$ cat src/rtl/sensor_scan_ctrl.sv
// Row/column scan sequencer for an integrating pixel sensor array: each pixel is
// selected, settled, held, digitised and streamed out over a valid/ready handshake.
module sensor_scan_ctrl #(
  parameter int N_ROWS    = 11,
  parameter int N_COLS    = 25,
  parameter int CNT_W     = 16,
  parameter int ADC_W     = 12,
  parameter int RST_CYC   = 100,
  parameter int PXRST_CYC = 10,
  localparam int RW = (N_ROWS > 1) ? $clog2(N_ROWS) : 1,
  localparam int CW = (N_COLS > 1) ? $clog2(N_COLS) : 1
) (
  input  logic              clk,
  input  logic              reset,
  input  logic              start,
  input  logic              cont,
  input  logic [CNT_W-1:0]  acc_time,
  input  logic [CNT_W-1:0]  hold_time,
  output logic              adc_start,
  input  logic              adc_busy,
  input  logic [ADC_W-1:0]  adc_data,
  output logic              px_valid,
  input  logic              px_ready,
  output logic [ADC_W-1:0]  px_data,
  output logic [RW-1:0]     px_row,
  output logic [CW-1:0]     px_col,
  output logic [N_ROWS-1:0] row_sel,
  output logic [N_COLS-1:0] col_sel,
  output logic              iv_rst,
  output logic              iv_hold,
  output logic              busy,
  output logic              frame_done,
  output logic [CNT_W-1:0]  frame_cnt
);

  localparam logic [2:0] IDLE     = 3'd0;
  localparam logic [2:0] ACCUM    = 3'd1;
  localparam logic [2:0] SELECT   = 3'd2;
  localparam logic [2:0] HOLD     = 3'd3;
  localparam logic [2:0] CONVERT  = 3'd4;
  localparam logic [2:0] OUTPUT   = 3'd5;
  localparam logic [2:0] PIXRST   = 3'd6;
  localparam logic [2:0] FRAMERST = 3'd7;

  logic [1:0]        rst_sync;
  logic              rst_n;
  logic [2:0]        state;
  logic [CNT_W-1:0]  cnt;
  logic [CNT_W-1:0]  acc_l;
  logic [CNT_W-1:0]  hold_l;
  logic [CNT_W-1:0]  limit;
  logic [RW-1:0]     row;
  logic [CW-1:0]     col;
  logic              seen_hi;
  logic              started;
  logic              cnt_last;
  logic              last_px;
  logic [N_ROWS-1:0] row_oh;
  logic [N_COLS-1:0] col_oh;

  // A zero duration still costs one cycle, so the compare is against cnt+1.
  function automatic logic cnt_done(input logic [CNT_W-1:0] c, input logic [CNT_W-1:0] lim);
    return ({1'b0, c} + (CNT_W+1)'(1)) >= {1'b0, lim};
  endfunction

  always_ff @(posedge clk or negedge reset) begin
    if (!reset) rst_sync <= 2'b00;
    else        rst_sync <= {rst_sync[0], 1'b1};
  end
  assign rst_n = rst_sync[1];

  always_comb begin
    case (state)
      ACCUM:    limit = acc_l;
      HOLD:     limit = hold_l;
      PIXRST:   limit = CNT_W'(PXRST_CYC);
      FRAMERST: limit = CNT_W'(RST_CYC);
      default:  limit = '0;
    endcase
  end

  assign cnt_last = cnt_done(cnt, limit);
  assign last_px  = (row == RW'(N_ROWS-1)) && (col == CW'(N_COLS-1));

  always_ff @(posedge clk or negedge rst_n) begin
    if (!rst_n) begin
      state      <= IDLE;
      cnt        <= '0;
      acc_l      <= '0;
      hold_l     <= '0;
      row        <= '0;
      col        <= '0;
      seen_hi    <= 1'b0;
      started    <= 1'b0;
      px_data    <= '0;
      frame_done <= 1'b0;
      frame_cnt  <= '0;
    end else begin
      frame_done <= 1'b0;
      case (state)
        IDLE: if (start) begin
          acc_l  <= acc_time;
          hold_l <= hold_time;
          row    <= '0;
          col    <= '0;
          cnt    <= '0;
          state  <= ACCUM;
        end
        ACCUM: if (cnt_last) begin
          cnt   <= '0;
          state <= SELECT;
        end else cnt <= cnt + CNT_W'(1);
        SELECT: begin
          cnt   <= '0;
          state <= HOLD;
        end
        HOLD: if (cnt_last) begin
          cnt     <= '0;
          started <= 1'b0;
          seen_hi <= 1'b0;
          state   <= CONVERT;
        end else cnt <= cnt + CNT_W'(1);
        // Busy already high on entry counts as the high phase; data is taken on the first low cycle after it.
        CONVERT: begin
          started <= 1'b1;
          if (adc_busy) seen_hi <= 1'b1;
          else if (seen_hi) begin
            px_data <= adc_data;
            state   <= OUTPUT;
          end
        end
        OUTPUT: if (px_ready) begin
          cnt   <= '0;
          state <= PIXRST;
        end
        PIXRST: if (cnt_last) begin
          cnt <= '0;
          if (last_px) begin
            row   <= '0;
            col   <= '0;
            state <= FRAMERST;
          end else begin
            if (col == CW'(N_COLS-1)) begin
              col <= '0;
              row <= row + RW'(1);
            end else col <= col + CW'(1);
            state <= SELECT;
          end
        end else cnt <= cnt + CNT_W'(1);
        FRAMERST: if (cnt_last) begin
          cnt        <= '0;
          frame_done <= 1'b1;
          frame_cnt  <= frame_cnt + CNT_W'(1);
          if (cont) begin
            acc_l  <= acc_time;
            hold_l <= hold_time;
            state  <= ACCUM;
          end else state <= IDLE;
        end else cnt <= cnt + CNT_W'(1);
        default: state <= IDLE;
      endcase
    end
  end

  always_comb begin
    row_oh = '0;
    col_oh = '0;
    for (int i = 0; i < N_ROWS; i++) row_oh[i] = (row == RW'(i));
    for (int j = 0; j < N_COLS; j++) col_oh[j] = (col == CW'(j));
  end

  // IDLE and FRAMERST share the all-lines-on, integrator-clamped levels.
  always_comb begin
    row_sel = '1;
    col_sel = '1;
    iv_rst  = 1'b1;
    iv_hold = 1'b0;
    case (state)
      ACCUM: begin
        row_sel = '0;
        col_sel = '0;
        iv_rst  = 1'b0;
      end
      SELECT, HOLD: begin
        row_sel = row_oh;
        col_sel = col_oh;
        iv_rst  = 1'b0;
      end
      CONVERT, OUTPUT: begin
        row_sel = row_oh;
        col_sel = col_oh;
        iv_rst  = 1'b0;
        iv_hold = 1'b1;
      end
      PIXRST: begin
        row_sel = row_oh;
        col_sel = col_oh;
      end
      default: ;
    endcase
  end

  assign busy      = (state != IDLE);
  assign px_valid  = (state == OUTPUT);
  assign adc_start = (state == CONVERT) && !started;
  assign px_row    = row;
  assign px_col    = col;

endmodule
$ cat config.mk
export PLATFORM = sky130hd
export DESIGN_NAME = sensor_scan_ctrl
export DESIGN_NICKNAME = d
export VERILOG_FILES = /design/src/rtl/sensor_scan_ctrl.sv
export SDC_FILE = /design/constraint.sdc
export NUM_CORES = 1
export LEC_CHECK = 0
export CAP_MARGIN = 10
export CORE_MARGIN = 2
export CORE_UTILIZATION = 35
export DETAILED_ROUTE_END_ITERATION = 16
export GPL_TIMING_DRIVEN = 1
export PLACE_DENSITY_LB_ADDON = 0.1
export SLEW_MARGIN = 10
export SYNTH_ARGS = -nofsm -noshare
export SYNTH_HDL_FRONTEND = slang
export SYNTH_SLANG_ARGS = --single-unit
$ cat constraint.sdc
create_clock -name clk -period 2.5 [get_ports clk]
set_input_delay 0.5 -clock clk [delete_from_list [all_inputs] [get_ports clk]]
set_output_delay 0.5 -clock clk [all_outputs]
set_load 0.1 [all_outputs]
==> impl_metrics.py, run 1 <==
metrics = {
    "critical_path": {
        "critPathKind": "reg2reg",
        "critPathMostFrequentCell": "a21o_1",
        "critPathBufInv": 4,
        "r2r_end": "acc_l[10]",
        "crit_fanout": 8,
        "startpoint_type": "register",
        "reg2reg_depth": 15,
        "critPathTopFamily": "compound AO/OA/AOI/OAI gates",
        "slowest_stage": "dfrtp_2",
        "worstReg2RegStart": "state[0]",
        "crit_chain": "ha_4 > nor2b_4 > buf_12 > buf_4 > a22o_1 > nand2_1 > ha_1 > a21o_1 > a21o_1 > a31oi_4 > o211ai_4 > o21ai_4 > buf_6 > buf_16 > mux2_4",
        "critPathMaxStageDelay_ns": 0.46,
        "worst-endpoint-arrival_ns": 3.48,
        "worstPathRequired_ns": 2.74,
        "end_kind": "register",
        "r2r_slack_ns": -0.74,
    },
    "cells_and_area": {
        "design_area_um2": 10500,
        "final_layout_size_suffix_gt1_frac": 0.544,
        "fillerInstances": 1086,
        "area_delta_synth_final_pct": 89.0,
        "fin_nets": 898,
        "multiInputGateArea_um2": 4350,
        "diodes": 0,
        "register_area_um2": 2330,
    },
    "synth": {
        "synth_top_area_share": 0.421,
        "synth-seq-cells": 93,
        "yosys.area.top_type": "dfrtp_1",
        "syn-cell-area_um2": 5530,
        "synth_edf_count": 0,
        "synth_ff_type": "dfrtp_1",
        "syn_avg_cell_area_um2": 9.94,
        "yosysWarnings": 0,
        "syn_inst": 556,
        "syn_nets": 637,
        "synthDistinctLibCells": 63,
        "async_flop_share": 1.00,
        "ys_seq_area_frac": 0.421,
        "synth_area_leaders": "dfrtp_1, nand2_1, ha_1",
    },
    "global_route": {
        "antenna_found_initial": 0,
        "grt_use_total": 0.213,
        "grt_pass1_wl_um": 28000,
        "grt-ovfl-total": 0,
        "grt_start_max_net_pins": 52,
        "grt_pass1_vias": 5516,
    },
    "clock_tree": {
        "clockBufferDepth": 2,
        "cts_hold_buffers": 0,
        "cts_max_level": 3,
        "numCtsBuffers": 9,
        "clock_sinks": 93,
        "insertion_delay_ns": 0.36,
        "tritoncts": "done",
        "cts_root_buf": "clkbuf_16",
        "clk_pin_slew_worst_paths_ns": 0.07,
    },
    "routing": {
        "vias_per_cell": 5.08,
        "drc": 0,
        "drt_pass1_iterations": 4,
        "routed_wl_um": 17400,
        "wl_per_cell_um": 16.8,
        "ant_nets": 0,
        "first_iter_violations": 176,
        "vias": 5248,
    },
    "placed_design": {
        "placed_area_um2": 8770,
        "hpwl_um": 12000,
        "place.gp.congestion": 0.805,
        "dp_slack_ns": -0.819,
        "port_buffers": 128,
    },
    "timing": {
        "timing.final.crit_share": 1.30,
        "hold_violations": 0,
        "rsz0062_at_grt": "yes",
        "setup_violations": 115,
        "skew_ns": 0.0126,
        "min_period_ns": 3.24,
        "hold_ws_ns": 0.299,
        "worst_pin_slew_ns": 0.706,
        "finalSetupTns_ns": -70.56,
        "slew_viol_final": 0,
        "clock.fmax_mhz": 308,
        "relSlewSlack": 0.529,
        "worst_slack_ns": -0.742,
    },
    "floorplan": {
        "start_util": 0.361,
        "die_w_um": 130,
        "core_um2": 15300,
        "fp.dieH_um": 130,
        "rows": 45,
        "ios": 129,
        "die_area_um2": 16800,
    },
    "status": {
        "violations": "negative setup slack",
        "outcome": "finished with violations",
    },
    "hold_path": {
        "hold_path_class": "in2async",
    },
    "run": {
        "max_cap_viol_count": 0,
    },
}
## registers in the layout, indices dropped and copies added (netlist names)
register	cells
px_col	5
seen_hi	1
frame_done	1
acc_l	16
state	3
px_row	4
hold_l	16
cnt	16
frame_cnt	16
started	1
rst_sync	2
px_data	12
## worst max-delay path by stage
| stage | startpoint | end | slack (ns) | depth (start not counted) |
|---|---|---|---|---|
| after floorplan | state[1] | acc_l[10] | -0.65 | 14 |
| after global placement | state[1] | frame_cnt[7] | -0.73 | 15 |
| after detailed placement | state[1] | frame_cnt[11] | -0.82 | 15 |
| after CTS | cnt[1] | acc_l[3] | -0.78 | 13 |
| after global routing | cnt[4] | acc_l[10] | -0.85 | 13 |
| final | state[0] | acc_l[10] | -0.74 | 15 |
## cells by family (layout without fill, tap and decap cells)
family | after synthesis | after routing | share of synthesized area
fa+ha+maj | 31 | 31 | 0.0702
other cells | 1 | 1 | 0.000678
flops | 93 | 93 | 0.421
simple gates | 222 | 222 | 0.197
mux | 50 | 50 | 0.108
xor+xnor | 27 | 27 | 0.0428
compound gates | 88 | 88 | 0.122
buf+inv | 44 | 310 | 0.0387
## cell usage after synthesis, drive strengths merged, types with 3 or more instances
master / number
nand2: 111
dfrtp: 93
clkbuf: 16
xnor2: 10
a31oi: 4
a21o: 5
or4: 3
nor2b: 6
xor2: 17
mux2: 48
nor2: 20
nand3: 19
a21oi: 7
o21ai: 29
nor3: 20
a22o: 21
o211ai: 3
ha: 31
inv: 18
or3: 4
nand4: 12
nand2b: 5
nor4: 5
and3: 7
buf: 10
## worst reg2reg max path: stages, from the launching register on
cell	delay [ns]
dfrtp_2	0.46
ha_4	0.18
nor2b_4	0.14
buf_12	0.13
buf_4	0.12
a22o_1	0.24
nand2_1	0.10
ha_1	0.25
a21o_1	0.17
a21o_1	0.21
a31oi_4	0.20
o211ai_4	0.13
o21ai_4	0.21
buf_6	0.17
buf_16	0.14
mux2_4	0.30
## layer usage
metal / global-route usage / part of all wire
met4: 0.0879 / 0.027
met2: 0.382 / 0.54
met5: 0 / 0
met1: 0.256 / 0.40
met3: 0.0285 / 0.031
## area by class of cell
| cell class | count | share of cell area |
|---|---|---|
| inverters | 18 | 0.00646 |
| well taps | 211 | 0.0253 |
| flip-flops and latches | 93 | 0.223 |
| repair buffers | 276 | 0.300 |
| multi-input cells | 419 | 0.416 |
| clock buffers | 11 | 0.0242 |
| clock inverters | 5 | 0.00371 |
## metrics by stage
step,util,instances
after floorplan,-,556
after global placement,0.573,960
after detailed placement,0.573,960
after CTS,0.658,1021
after global routing,0.682,1033
final,0.682,1033
## cells in the final DEF, fill, tap and decap left out, types with 16 or more instances in the layout
cell,instances
a22o_1,21
buf_12,54
buf_4,130
buf_6,34
clkdlybuf4s50_1,49
dfrtp_1,89
ha_1,23
mux2_4,36
nand2_1,57
nand2_2,16
nand2_8,26
## repair_timing
| action | in CTS | in global routing |
|---|---|---|
| gates cloned | 7 | 0 |
| buffers inserted | 43 | 16 |
| pin swaps | 26 | 39 |
| endpoints found under the setup margin | 116 | 116 |
| resized for setup | 129 | 68 |
Power of run 1 is not shown: default switching activity piles up to over one toggle a cycle in this logic, so the estimate is an artifact.
==> run 2: changes to the inputs <==
--- a/config.mk
+++ b/config.mk
@@ -7,7 +7,7 @@
 export LEC_CHECK = 0
 export CAP_MARGIN = 10
 export CORE_MARGIN = 2
-export CORE_UTILIZATION = 35
+export CORE_UTILIZATION = 40
 export DETAILED_ROUTE_END_ITERATION = 16
 export GPL_TIMING_DRIVEN = 1
 export PLACE_DENSITY_LB_ADDON = 0.1
==> run 2 against run 1 <==
The run still ends with negative setup slack left. Die area decreased by 12%. Sequential cell count unchanged. Global-route usage increased by 2.6 points. Clock skew decreased by 0.0046 ns. Critical path type unchanged.
==> impl_metrics.py, run 2 (synthesis gave the netlist of run 1 again) <==
metrics = {
    "critical_path": {
        "critPathBufInv": 8,
        "critPathMostFrequentCell": "buf_4",
        "crit_fanout": 7,
        "critPathKind": "reg2reg",
        "crit_chain": "inv_2 > ha_4 > nor2b_4 > buf_6 > buf_6 > buf_4 > buf_4 > a22o_1 > nand2_1 > ha_4 > nand2_2 > o21ai_4 > a32oi_4 > buf_6 > buf_4 > o211a_4 > buf_4 > nor3_2 > o221a_1",
        "worstPathRequired_ns": 2.74,
        "critPathMaxStageDelay_ns": 0.39,
        "slowest_stage": "dfrtp_1",
        "startpoint_type": "register",
        "worst-endpoint-arrival_ns": 3.48,
        "critPathTopFamily": "compound AO/OA/AOI/OAI gates",
        "end_kind": "register",
    },
    "routing": {
        "drt_pass1_iterations": 4,
        "ant_nets": 0,
        "routed_wl_um": 18100,
        "vias_per_cell": 5.39,
        "drc": 0,
        "wl_per_cell_um": 18.4,
        "vias": 5308,
        "first_iter_violations": 374,
    },
    "timing": {
        "worst_slack_ns": -0.738,
        "hold_violations": 0,
        "rsz0062_at_grt": "yes",
        "skew_ns": 0.00800,
        "timing.final.crit_share": 1.30,
        "clock.fmax_mhz": 309,
        "min_period_ns": 3.24,
        "finalSetupTns_ns": -70.08,
        "slew_viol_final": 0,
        "relSlewSlack": 0.593,
        "worst_pin_slew_ns": 0.609,
        "setup_violations": 115,
    },
    "cells_and_area": {
        "mostFrequentLayoutCells": "buf_4, dfrtp_1, nand2_1",
        "diodes": 0,
        "fillerInstances": 823,
        "area_delta_synth_final_pct": 84.5,
        "fin_nets": 884,
        "final_layout_size_suffix_gt1_frac": 0.538,
        "final_common_cell": "buf_4",
    },
    "global_route": {
        "met3_usage": 0.0510,
        "grt_pass1_vias": 5514,
        "gr-usage-met2": 0.430,
        "grt_pass1_wl_um": 27500,
        "grt_use_total": 0.239,
        "antenna_found_initial": 0,
        "met1_usage": 0.274,
        "grt_busiest_layer": "met2",
        "grt_start_max_net_pins": 51,
        "grt-ovfl-total": 0,
    },
    "floorplan": {
        "die_area_um2": 14800,
        "start_util": 0.414,
        "ios": 129,
        "rows": 42,
        "core_um2": 13300,
        "fp.dieH_um": 122,
        "die_w_um": 122,
    },
    "clock_tree": {
        "cts_root_buf": "clkbuf_16",
        "numCtsBuffers": 9,
        "clockBufferDepth": 2,
        "clk_pin_slew_worst_paths_ns": 0.07,
        "insertion_delay_ns": 0.35,
        "tritoncts": "done",
        "cts_hold_buffers": 0,
        "cts_max_level": 3,
        "clock_sinks": 93,
    },
    "run": {
        "max_cap_viol_count": 0,
    },
    "status": {
        "outcome": "finished with violations",
        "violations": "negative setup slack",
    },
    "placed_design": {
        "port_buffers": 128,
        "hpwl_um": 12200,
        "place.gp.congestion": 0.866,
    },
    "hold_path": {
        "hold_path_class": "in2async",
    },
}
## run 2: worst paths after layout
kind	startpoint	endpoint	slack [ns]	depth (start not counted)
max in group asynchronous	rst_sync[1]	state[2]	1.45	1
min reg2reg	rst_sync[1]	px_data[6]	0.33	0
min	reset	rst_sync[1]	0.30	1
max	state[1]	px_col[3]	-0.74	19
max reg2reg	state[1]	px_col[3]	-0.74	19
min in group clk	rst_sync[0]	rst_sync[1]	0.36	0
## run 2: timing repair
item	CTS	global route
gates cloned	5	1
setup endpoints to repair	116	116
setup buffers	23	13
pin swaps	26	37
gates resized for setup	84	77
## run 2: area by class of cell
type | instances | area [µm²] | share of cell area
multi-input cells | 421 | 4410 | 0.432
repair buffers | 260 | 2850 | 0.279
flip-flops and latches | 93 | 2330 | 0.229
clock buffers | 12 | 246 | 0.0242
well taps | 176 | 220 | 0.0216
clock inverters | 4 | 77.6 | 0.00760
inverters | 18 | 67.6 | 0.00662
## run 2: through the flow
step	hold WS, ns	cell area (µm²)	std cells	setup WS, ns	utilization
finish	0.302	10200	984	-0.738	0.764
global route	0.284	10200	984	-0.851	0.764
CTS	0.291	9790	973	-0.719	0.734
detailed placement	0.344	8780	930	-0.844	0.658
global placement	0.338	8780	930	-0.705	0.658
floorplan	0.204	6370	556	-0.647	-
## run 2: worst register-to-register path: cells and delay by family, from the launching register on
family	cells	cell delay, ns
AOI/OAI and AO/OA	5	1.02
buffers and inverters	8	0.95
and+or+nand+nor	4	0.40
DFF	1	0.39
adders and majority gates	2	0.37
## run 2: metal layers
metal  wire length [µm]  up-vias  part of all wire
met1               6970     2639              0.38
met5                  0        -                 0
met2               9880      151              0.54
li1                   -     2467                 -
met3                709       51             0.039
met4                588        0             0.032
Power of run 2 is left out for the same reason.
==> run 3: changes to the inputs <==
--- a/config.mk
+++ b/config.mk
@@ -6,6 +6,7 @@
 export NUM_CORES = 1
 export LEC_CHECK = 0
 export CAP_MARGIN = 10
+export CORE_ASPECT_RATIO = 1.4
 export CORE_MARGIN = 2
 export CORE_UTILIZATION = 40
 export DETAILED_ROUTE_END_ITERATION = 16
==> run 3 against run 2 <==
The flow still finishes with violations (negative setup slack). Worst setup slack gained 0.034 ns. Utilization shrank 2.1 points. Non-clock buffer count shrank 12. First-iteration DRC count shrank 40%. Routed wire length shrank 10%. Global-route usage shrank 2.0 points. Hold slack gained 0.014 ns. Clock skew is essentially flat. Critical path depth shrank 4. Fmax grew 1.1%. Count of clock-buffer cells in the layout shrank 1. Critical path type unchanged. Critical endpoint is now state[0].
==> impl_metrics.py, run 3 (synthesis gave the netlist of run 1 again) <==
metrics = {
    "status": {
        "outcome": "finished with violations",
        "violations": "negative setup slack",
    },
    "floorplan": {
        "core_um2": 13500,
        "die_w_um": 103,
        "die_area_um2": 14800,
        "rows": 50,
        "fp.dieH_um": 143,
        "ios": 129,
        "start_util": 0.411,
    },
    "clock_tree": {
        "tritoncts": "done",
        "clk_pin_slew_worst_paths_ns": 0.07,
        "clock_sinks": 93,
        "clockBufferDepth": 2,
        "numCtsBuffers": 9,
        "cts_max_level": 3,
        "cts_root_buf": "clkbuf_16",
        "insertion_delay_ns": 0.34,
    },
    "timing": {
        "relSlewSlack": 0.587,
        "worst_pin_slew_ns": 0.619,
        "timing.final.crit_share": 1.28,
        "clock.fmax_mhz": 312,
        "slew_viol_final": 0,
        "hold_ws_ns": 0.316,
        "skew_ns": 0.00802,
        "min_period_ns": 3.20,
        "worst_slack_ns": -0.705,
        "setup_violations": 115,
        "finalSetupTns_ns": -59.39,
        "hold_violations": 0,
        "rsz0062_at_grt": "yes",
    },
    "critical_path": {
        "critPathBufInv": 4,
        "r2r_end": "state[0]",
        "critPathMaxStageDelay_ns": 0.45,
        "slowest_stage": "dfrtp_2",
        "crit_path_end": "state[0]",
        "worstReg2RegStart": "state[0]",
        "startpoint": "state[0]",
        "crit_chain": "ha_2 > nor2b_4 > buf_6 > buf_4 > a22o_1 > nand2_1 > ha_1 > a21o_1 > a21o_1 > a31oi_4 > o211ai_4 > buf_4 > buf_8 > o21ai_4 > mux2_4",
        "r2r_slack_ns": -0.70,
        "crit_fanout": 8,
        "worst-endpoint-arrival_ns": 3.43,
        "critPathKind": "reg2reg",
        "startpoint_type": "register",
        "worstPathRequired_ns": 2.72,
        "end_kind": "register",
        "cp.depth": 15,
        "reg2reg_depth": 15,
        "critPathTopFamily": "compound AO/OA/AOI/OAI gates",
    },
    "placed_design": {
        "place.gp.congestion": 0.894,
        "hpwl_um": 11300,
        "dp_slack_ns": -0.767,
        "dpl.cell_count": 928,
        "port_buffers": 128,
    },
    "cells_and_area": {
        "fillerInstances": 885,
        "stdcell_count": 976,
        "diodes": 0,
        "fin_nets": 870,
        "mostFrequentLayoutCells": "buf_4, dfrtp_1, nand2_1",
        "area_delta_synth_final_pct": 80.9,
        "final_common_cell": "buf_4",
        "multiInputGateArea_um2": 4240,
        "register_area_um2": 2330,
        "final_layout_size_suffix_gt1_frac": 0.500,
    },
    "routing": {
        "first_iter_violations": 223,
        "wl_per_cell_um": 16.7,
        "drc": 0,
        "ant_nets": 0,
        "vias_per_cell": 5.23,
        "drt_pass1_iterations": 4,
        "routed_wl_um": 16300,
        "vias": 5109,
    },
    "hold_path": {
        "hold_path_class": "in2async",
    },
    "global_route": {
        "gr-usage-met2": 0.402,
        "grt_use_total": 0.218,
        "grt-ovfl-total": 0,
        "grt_pass1_vias": 5283,
        "met1_usage": 0.257,
        "grt_pass1_wl_um": 25400,
        "met3_usage": 0.0264,
        "grt_start_max_net_pins": 48,
        "antenna_found_initial": 0,
        "grt_busiest_layer": "met2",
    },
    "run": {
        "max_cap_viol_count": 0,
    },
}
-- run 3: cell count changes in the layout (fill, tap and decap cells not counted), moves of 4 or more --
cell	change
nand2_4	-4
nor3_4	+5
ha_1	+4
buf_12	+6
buf_4	-15
nand2_1	+15
nand2_2	-11
buf_6	-5
ha_4	-5
nor3_2	-5
-- run 3: worst min path at each step --
stage / start / end / cells after the start
floorplan: reset / rst_sync[0] / 0
detailed placement: rst_sync[0] / rst_sync[1] / 0
global route: reset / rst_sync[1] / 1
CTS: reset / rst_sync[1] / 1
finish: reset / rst_sync[1] / 1
global placement: rst_sync[0] / rst_sync[1] / 0
-- run 3: layout make-up --
cell class	instances	area share
clock buffers	11	0.0243
clock inverters	5	0.00438
well taps	182	0.0228
inverters	18	0.00675
flip-flops and latches	93	0.233
repair buffers	248	0.285
multi-input cells	419	0.424
-- run 3: timing repair --
item | in CTS | in global routing
pin swaps | 18 | 44
cloned | 8 | 1
gates resized for setup | 83 | 60
buffers inserted | 18 | 13
endpoints found under the setup margin | 115 | 115
hold buffers | 0 | 0
-- run 3: metal layers --
layer	vias up	routed length [µm]
met5	-	0
met2	136	8930
met1	2508	6490
met4	0	372
li1	2442	-
met3	23	521
-- run 3: worst reg2reg max path: cells and delay by family, from the launching register on --
kind / cells / cell delay (ns)
flops: 1 / 0.45
mux: 1 / 0.32
simple gates: 2 / 0.20
buf+inv: 4 / 0.56
fa+ha+maj: 2 / 0.43
compound gates: 6 / 1.14
-- run 3: per-stage QoR --
stage	util	area [µm²]
2_1_floorplan	-	6370
3_3_place_gp	0.648	8720
3_5_place_dp	0.648	8720
4_1_cts	0.723	9730
5_1_grt	0.744	10000
6_report	0.744	10000
Power of run 3 is left out for the same reason.
